`src/rtl/instruction_memory_loader_pkg.sv`:
```
// instruction_memory_loader_pkg: shared loader state codes, default sizes and the HALT opcode
package instruction_memory_loader_pkg;
  localparam int DEFAULT_REG_SIZE = 32;
  localparam int DEFAULT_BYTE_SIZE = 8;
  localparam int DEFAULT_MEM_SIZE = 1024;
  localparam int BITS_FOR_STATE_LOADER = 3;
  localparam logic [31:0] INSTRUCTION_HALT = 32'hFC00_0000;
  typedef enum logic [BITS_FOR_STATE_LOADER-1:0] {
    STATE_LOADER_LOAD,
    STATE_LOADER_WRITE,
    STATE_LOADER_HOLD,
    STATE_LOADER_LOADED,
    STATE_LOADER_START,
    STATE_LOADER_RUN,
    STATE_LOADER_ERROR
  } loader_state_t;
endpackage

```
`src/rtl/instruction_memory_loader_if.sv`:
```
// instruction_memory_loader_if: UART byte input, run command and memory-side outputs of the loader
interface instruction_memory_loader_if
  import instruction_memory_loader_pkg::*;
#(
  parameter int REG_SIZE = DEFAULT_REG_SIZE,
  parameter int BYTE_SIZE = DEFAULT_BYTE_SIZE,
  parameter int MEM_SIZE = DEFAULT_MEM_SIZE
);
  localparam int COUNT_W = $clog2(MEM_SIZE / REG_SIZE) + 1;
  logic i_rx_valid;
  logic [BYTE_SIZE-1:0] i_rx_data;
  logic i_run;
  logic [REG_SIZE-1:0] o_instruction;
  logic o_instruction_write;
  logic o_start;
  logic o_loaded;
  logic o_running;
  logic o_error;
  logic [COUNT_W-1:0] o_count;
  modport master (
    input i_rx_valid, i_rx_data, i_run,
    output o_instruction, o_instruction_write, o_start, o_loaded, o_running, o_error, o_count
  );
  modport slave (
    output i_rx_valid, i_rx_data, i_run,
    input o_instruction, o_instruction_write, o_start, o_loaded, o_running, o_error, o_count
  );
endinterface

```
`src/rtl/instruction_memory_loader_byte_to_word_assembler.sv`:
```
// byte_to_word_assembler: packs LSB-first bytes into a word, flagging the word as its last byte arrives
module byte_to_word_assembler #(
  parameter int REG_SIZE = 32,
  parameter int BYTE_SIZE = 8
) (
  input  logic                 i_clk,
  input  logic                 i_reset,
  input  logic                 i_valid,
  input  logic [BYTE_SIZE-1:0] i_data,
  input  logic                 i_enable,
  output logic [REG_SIZE-1:0]  o_word,
  output logic                 o_word_valid
);
  localparam int BYTES = REG_SIZE / BYTE_SIZE;
  localparam int IDX_W = BYTES > 1 ? $clog2(BYTES) : 1;
  logic [REG_SIZE-BYTE_SIZE-1:0] shift;
  logic [IDX_W-1:0] idx;
  logic take;
  assign take = i_valid & i_enable;
  assign o_word = {i_data, shift};
  assign o_word_valid = take && idx == IDX_W'(BYTES - 1);
  always_ff @(posedge i_clk or negedge i_reset)
    if (!i_reset) begin
      shift <= '0;
      idx <= '0;
    end else if (take) begin
      shift <= o_word[REG_SIZE-1:BYTE_SIZE];
      idx <= o_word_valid ? '0 : idx + IDX_W'(1);
    end
endmodule

```
`src/rtl/instruction_memory_loader.sv`:
```
// instruction_memory_loader: assembles UART bytes into instructions, writes them to memory, then starts execution
module instruction_memory_loader
  import instruction_memory_loader_pkg::*;
#(
  parameter int REG_SIZE = DEFAULT_REG_SIZE,
  parameter int BYTE_SIZE = DEFAULT_BYTE_SIZE,
  parameter int MEM_SIZE = DEFAULT_MEM_SIZE
) (
  input logic i_clk,
  input logic i_reset,
  instruction_memory_loader_if.master bus
);
  localparam int TOTAL_INSTRUCTIONS = MEM_SIZE / REG_SIZE;
  localparam int COUNT_W = $clog2(TOTAL_INSTRUCTIONS) + 1;
  localparam logic [REG_SIZE-1:0] HALT = REG_SIZE'(INSTRUCTION_HALT);
  loader_state_t state, next_state;
  logic [REG_SIZE-1:0] word, instruction;
  logic [COUNT_W-1:0] count;
  logic word_valid, accept;
  assign accept = state inside {STATE_LOADER_LOAD, STATE_LOADER_WRITE, STATE_LOADER_HOLD};
  byte_to_word_assembler #(.REG_SIZE(REG_SIZE), .BYTE_SIZE(BYTE_SIZE)) u_assembler (
    .i_clk(i_clk),
    .i_reset(i_reset),
    .i_valid(bus.i_rx_valid),
    .i_data(bus.i_rx_data),
    .i_enable(accept),
    .o_word(word),
    .o_word_valid(word_valid)
  );
  always_ff @(posedge i_clk or negedge i_reset)
    if (!i_reset) begin
      state <= STATE_LOADER_LOAD;
      instruction <= '0;
      count <= '0;
    end else begin
      state <= next_state;
      if (state == STATE_LOADER_LOAD && next_state == STATE_LOADER_WRITE) instruction <= word;
      if (state == STATE_LOADER_WRITE) count <= count + COUNT_W'(1);
    end
  // The last free slot is reserved for HALT; anything else there is an overflow.
  always_comb begin
    next_state = state;
    case (state)
      STATE_LOADER_LOAD:
        if (word_valid)
          next_state = (count == COUNT_W'(TOTAL_INSTRUCTIONS - 1) && word != HALT)
                       ? STATE_LOADER_ERROR : STATE_LOADER_WRITE;
      STATE_LOADER_WRITE:  next_state = STATE_LOADER_HOLD;
      STATE_LOADER_HOLD:   next_state = instruction == HALT ? STATE_LOADER_LOADED : STATE_LOADER_LOAD;
      STATE_LOADER_LOADED: next_state = bus.i_run ? STATE_LOADER_START : STATE_LOADER_LOADED;
      STATE_LOADER_START:  next_state = STATE_LOADER_RUN;
      default: ;
    endcase
  end
  assign bus.o_instruction = instruction;
  assign bus.o_count = count;
  assign bus.o_instruction_write = state == STATE_LOADER_WRITE;
  assign bus.o_loaded = state == STATE_LOADER_LOADED;
  assign bus.o_start = state == STATE_LOADER_START;
  assign bus.o_running = state == STATE_LOADER_RUN;
  assign bus.o_error = state == STATE_LOADER_ERROR;
endmodule

```
`src/flat_wrapper.sv`:
```
// flat-port wrapper written by rule: the top's interface ports become plain ports
module instruction_memory_loader_flat import instruction_memory_loader_pkg::*;
#(
  parameter int REG_SIZE = DEFAULT_REG_SIZE,
  parameter int BYTE_SIZE = DEFAULT_BYTE_SIZE,
  parameter int MEM_SIZE = DEFAULT_MEM_SIZE
)
  (i_clk, i_reset, bus_i_rx_valid, bus_i_rx_data, bus_i_run, bus_o_instruction, bus_o_instruction_write, bus_o_start, bus_o_loaded, bus_o_running, bus_o_error, bus_o_count);
  instruction_memory_loader_if #(.REG_SIZE(REG_SIZE), .BYTE_SIZE(BYTE_SIZE), .MEM_SIZE(MEM_SIZE)) bus_i ();
  input logic i_clk;
  input logic i_reset;
  input wire logic [$bits(bus_i.i_rx_valid)-1:0] bus_i_rx_valid;
  input wire logic [$bits(bus_i.i_rx_data)-1:0] bus_i_rx_data;
  input wire logic [$bits(bus_i.i_run)-1:0] bus_i_run;
  output wire logic [$bits(bus_i.o_instruction)-1:0] bus_o_instruction;
  output wire logic [$bits(bus_i.o_instruction_write)-1:0] bus_o_instruction_write;
  output wire logic [$bits(bus_i.o_start)-1:0] bus_o_start;
  output wire logic [$bits(bus_i.o_loaded)-1:0] bus_o_loaded;
  output wire logic [$bits(bus_i.o_running)-1:0] bus_o_running;
  output wire logic [$bits(bus_i.o_error)-1:0] bus_o_error;
  output wire logic [$bits(bus_i.o_count)-1:0] bus_o_count;
  assign bus_i.i_rx_valid = bus_i_rx_valid;
  assign bus_i.i_rx_data = bus_i_rx_data;
  assign bus_i.i_run = bus_i_run;
  assign bus_o_instruction = bus_i.o_instruction;
  assign bus_o_instruction_write = bus_i.o_instruction_write;
  assign bus_o_start = bus_i.o_start;
  assign bus_o_loaded = bus_i.o_loaded;
  assign bus_o_running = bus_i.o_running;
  assign bus_o_error = bus_i.o_error;
  assign bus_o_count = bus_i.o_count;
  instruction_memory_loader #(.REG_SIZE(REG_SIZE), .BYTE_SIZE(BYTE_SIZE), .MEM_SIZE(MEM_SIZE)) u_core (.i_clk(i_clk), .i_reset(i_reset), .bus(bus_i));
endmodule
```
`config.mk`:
```
export PLATFORM = sky130hd
export DESIGN_NAME = instruction_memory_loader_flat
export DESIGN_NICKNAME = d
export VERILOG_FILES = /design/src/rtl/instruction_memory_loader_pkg.sv /design/src/rtl/instruction_memory_loader_if.sv /design/src/rtl/instruction_memory_loader_byte_to_word_assembler.sv /design/src/rtl/instruction_memory_loader.sv /design/src/flat_wrapper.sv
export SDC_FILE = /design/constraint.sdc
export NUM_CORES = 1
export LEC_CHECK = 0
export BUFFER_PORTS_ARGS = -buffer_cell sky130_fd_sc_hd__clkbuf_2
export CAP_MARGIN = 10
export CORE_ASPECT_RATIO = 0.75
export CORE_MARGIN = 2
export CORE_UTILIZATION = 35
export CTS_CLUSTER_DIAMETER = 50
export CTS_CLUSTER_SIZE = 8
export DETAILED_ROUTE_END_ITERATION = 8
export GPL_TIMING_DRIVEN = 0
export PLACE_DENSITY = 0.57
export SYNTH_ARGS = -nofsm -noshare
export SYNTH_HDL_FRONTEND = slang
export SYNTH_SLANG_ARGS = --single-unit
```
`constraint.sdc`:
```
create_clock -name i_clk -period 4.1 [get_ports i_clk]
set_clock_uncertainty 0.15 [all_clocks]
set_input_delay 0.41 -clock i_clk [delete_from_list [all_inputs] [get_ports i_clk]]
set_output_delay 0.41 -clock i_clk [all_outputs]
set_load 0.02 [all_outputs]
```
==> metrics.yaml <==
worst_setup_path:
  slowest_delay_ns: 0.35
  crit_path_end_kind: "output port"
  cp_slowest_cell: "nor2b_1"
  worst-path-max-fanout: 10
  cp_top_family: "simple AND/OR/NAND/NOR gates"
  required_ns: 3.54
  worstPathArrival_ns: 1.69
  critPathKind: "register to output port"
  worstSetupStartpointType: "register"
  cp_cell_sequence: "clkbuf_1, nor2b_1, and2_1, clkbuf_2"
  path_buf_inv: 2
pwr:
  p_per_area_mw_per_mm2: 329.2
  intPower_w: 0.0009118
  combPwrFrac_pct: 2.3
  power_frac_clock_pct: 40.9
  ir_worst_vdd_uv: 144.0
  p_sw_w: 0.0002511
  p_leak_nw: 1.918
  power_frac_seq_pct: 56.8
  swShare_pct: 21.59
global_route:
  grt_max_degree: 47
  grt_usage_pct: 14.95
  globalRoute.totalOverflow: 0
  first_global_vias: 1859
  grt_pass1_wl_um: 10190
  antenna_found_initial: 0
cts:
  cts.sink_count: 67
  clk_path_buf_depth: 2
  cts_setup_buffers: 0
  insertion_delay_ns: 0.34
  cts_buffers: 9
  clock-root-buffer: "clkbuf_8"
  cts_resized: 0
  htreeDepth: 3
  postCtsHoldBufs: 1
  cts_tree: "done"
  clk_pin_slew_ns: 0.07
worst_hold_path:
  hold_class: "input port to register"
layout:
  drive_above_1_share_pct: 52.26
  area.growth.synth_to_final_pct: 20.80
  mostFrequentLayoutCell: "dfrtp_1"
  fillCellCount: 752
  diodes: 0
  layout_common_cells: "67 x dfrtp_1, 53 x clkbuf_2, 30 x mux2_2"
  final_nets: 277
placement:
  io_buffers: 54
  hpwl_um: 4621
  gp_congestion: 0.7168
synthesis:
  async_flop_share_pct: 100.0
  synth_warnings: 0
  synth_fp_nets: 210
  yosysSeqAreaShare_pct: 57.34
  synth-main-ff-cell: "dfrtp_1"
  synthDistinctLibCells: 30
  syn-instance-count: 196
  synth_edf_count: 0
  syn_avg_cell_area_um2: 14.92
  ys_ff_latch: 67
  netlist_area_mm2: 0.002924
sta:
  maxSlewViolCount: 0
  hold_violations: 0
  fmax_ghz: 0.4444
  finalSetupViolCount: 0
  max_slew_margin_pct: 69.67
  final.min_clock_period_ns: 2.250
  worst_pin_slew_ns: 0.4529
  period_share_pct: 54.88
  whs_ns: 0.1924
  rsz0062_at_grt: "no"
  finalSetupTns_ns: 0
drt:
  ant_nets: 0
  first_pass_iters: 4
  drc: 0
  wl_per_cell_um: 17.02
  drtIter0Drc: 57
  wl_um: 6315
  via_per_inst: 4.981
  num_vias: 1848
status:
  status: "completed"
die:
  start_util_pct: 36.61
  ios: 55
  core_mm2: 0.007988
  row_count: 28
  fp.dieH_um: 83.16
  die_area_mm2: 0.009109
  die_x_um: 109.5
run:
  cap_viol_max_count: 0
==> routing by layer <==
layer  track usage (%)  vias to the layer above  share of wire (%)
met5                 0                        -                  0
met4             3.797                        0               0.36
met3             5.651                        2                4.7
met2             20.20                       43                 43
met1             22.31                      947                 52
li1                  -                      856                  -
==> worst register-to-register path, delay by kind of cell (launching register included) <==
| family | cells | cell delay [ns] |
|---|---|---|
| compound gates | 1 | 0.32 |
| fa+ha+maj | 1 | 0.22 |
| buf+inv | 1 | 0.26 |
| flops | 1 | 0.40 |
| mux | 1 | 0.32 |
| simple gates | 2 | 0.43 |
==> synth_stat cells (2+ instances only) <==
| cell | instances | area [µm²] |
|---|---|---|
| a21oi_1 | 2 | 10.01 |
| and2_1 | 2 | 12.51 |
| and3_1 | 2 | 12.51 |
| buf_2 | 4 | 20.02 |
| buf_6 | 3 | 33.78 |
| dfrtp_1 | 67 | 1677 |
| ha_1 | 2 | 25.02 |
| inv_1 | 2 | 7.510 |
| mux2_2 | 30 | 337.8 |
| mux2_4 | 29 | 435.4 |
| nand2_1 | 8 | 30.03 |
| nand3_1 | 2 | 10.01 |
| nand4_1 | 5 | 31.28 |
| nand4b_1 | 2 | 17.52 |
| nor2_1 | 4 | 15.01 |
| nor3_1 | 3 | 15.01 |
| nor4_1 | 11 | 68.82 |
| o211ai_1 | 2 | 15.01 |
| or3_1 | 2 | 12.51 |
| xnor2_1 | 3 | 26.28 |
| xor2_1 | 2 | 17.52 |
==> area by class of cell <==
class / count / area (µm²) / area share, %
inverters: 2 / 7.507 / 0.2125
well taps: 105 / 131.4 / 3.719
clock inverters: 3 / 15.01 / 0.4251
multi-input cells: 119 / 1182 / 33.47
repair buffers: 56 / 310.3 / 8.785
clock buffers: 11 / 151.4 / 4.286
flip-flops and latches: 67 / 1677 / 47.47
plain buffers: 8 / 57.56 / 1.629
==> cell families (layout without fill, tap and decap cells) <==
logic type / count (synthesis) / after routing / synth area share (%)
AO/OA/AOI/OAI: 6 / 6 / 1.626
flip-flops: 67 / 67 / 57.34
XOR/XNOR: 5 / 5 / 1.498
adder cells (fa/ha/maj): 2 / 2 / 0.8557
buffers and inverters: 10 / 80 / 2.225
multiplexers: 59 / 59 / 26.44
AND/OR/NAND/NOR: 47 / 47 / 10.01
==> through the flow <==
step	utilization (%)	worst slack (ns)	instance area [µm²]	instances	power, W
after floorplan	-	1.977	2924	196	0.0006754
after global routing	44.22	1.660	3532	371	0.001215
final	44.22	1.850	3532	371	0.001163
after CTS	44.22	1.845	3532	371	0.001181
after global placement	41.64	1.916	3326	355	0.0006970
after detailed placement	42.01	1.895	3356	356	0.0007008
==> sequential cells by signal (all words and copies together) (netlist names) <==
name,count
u_core.u_assembler.idx,2
u_core.bus.o_instruction,32
u_core.u_assembler.shift,24
u_core.state,3
u_core.bus.o_count,6
==> path summary, 6_finish.rpt <==
path	start	endpoint	slack [ns]	cells after the start
worst max-delay path	u_core.state[1]	bus_o_error	1.85	4
worst min-delay path	bus_i_rx_data[4]	u_core.bus.o_instruction[28]	0.19	2
worst max register to register	u_core.bus.o_count[0]	u_core.bus.o_instruction[4]	1.89	6
worst min register to register	u_core.bus.o_count[5]	u_core.bus.o_count[5]	0.34	1
max in group asynchronous	i_reset	u_core.bus.o_count[4]	2.88	3
min in group asynchronous	i_reset	u_core.bus.o_instruction[5]	0.39	2
==> power by group through the flow <==
| stage | clock network (W) | logic (W) | registers (W) |
|---|---|---|---|
| after floorplan | 0 | 0.00000188 | 0.000674 |
| after global placement | 0 | 0.0000236 | 0.000673 |
| after detailed placement | 0 | 0.0000275 | 0.000673 |
| after CTS | 0.000493 | 0.0000282 | 0.000661 |
| after global routing | 0.000524 | 0.0000310 | 0.000660 |
| final | 0.000475 | 0.0000269 | 0.000661 |
(Power assumes the default switching activity.)
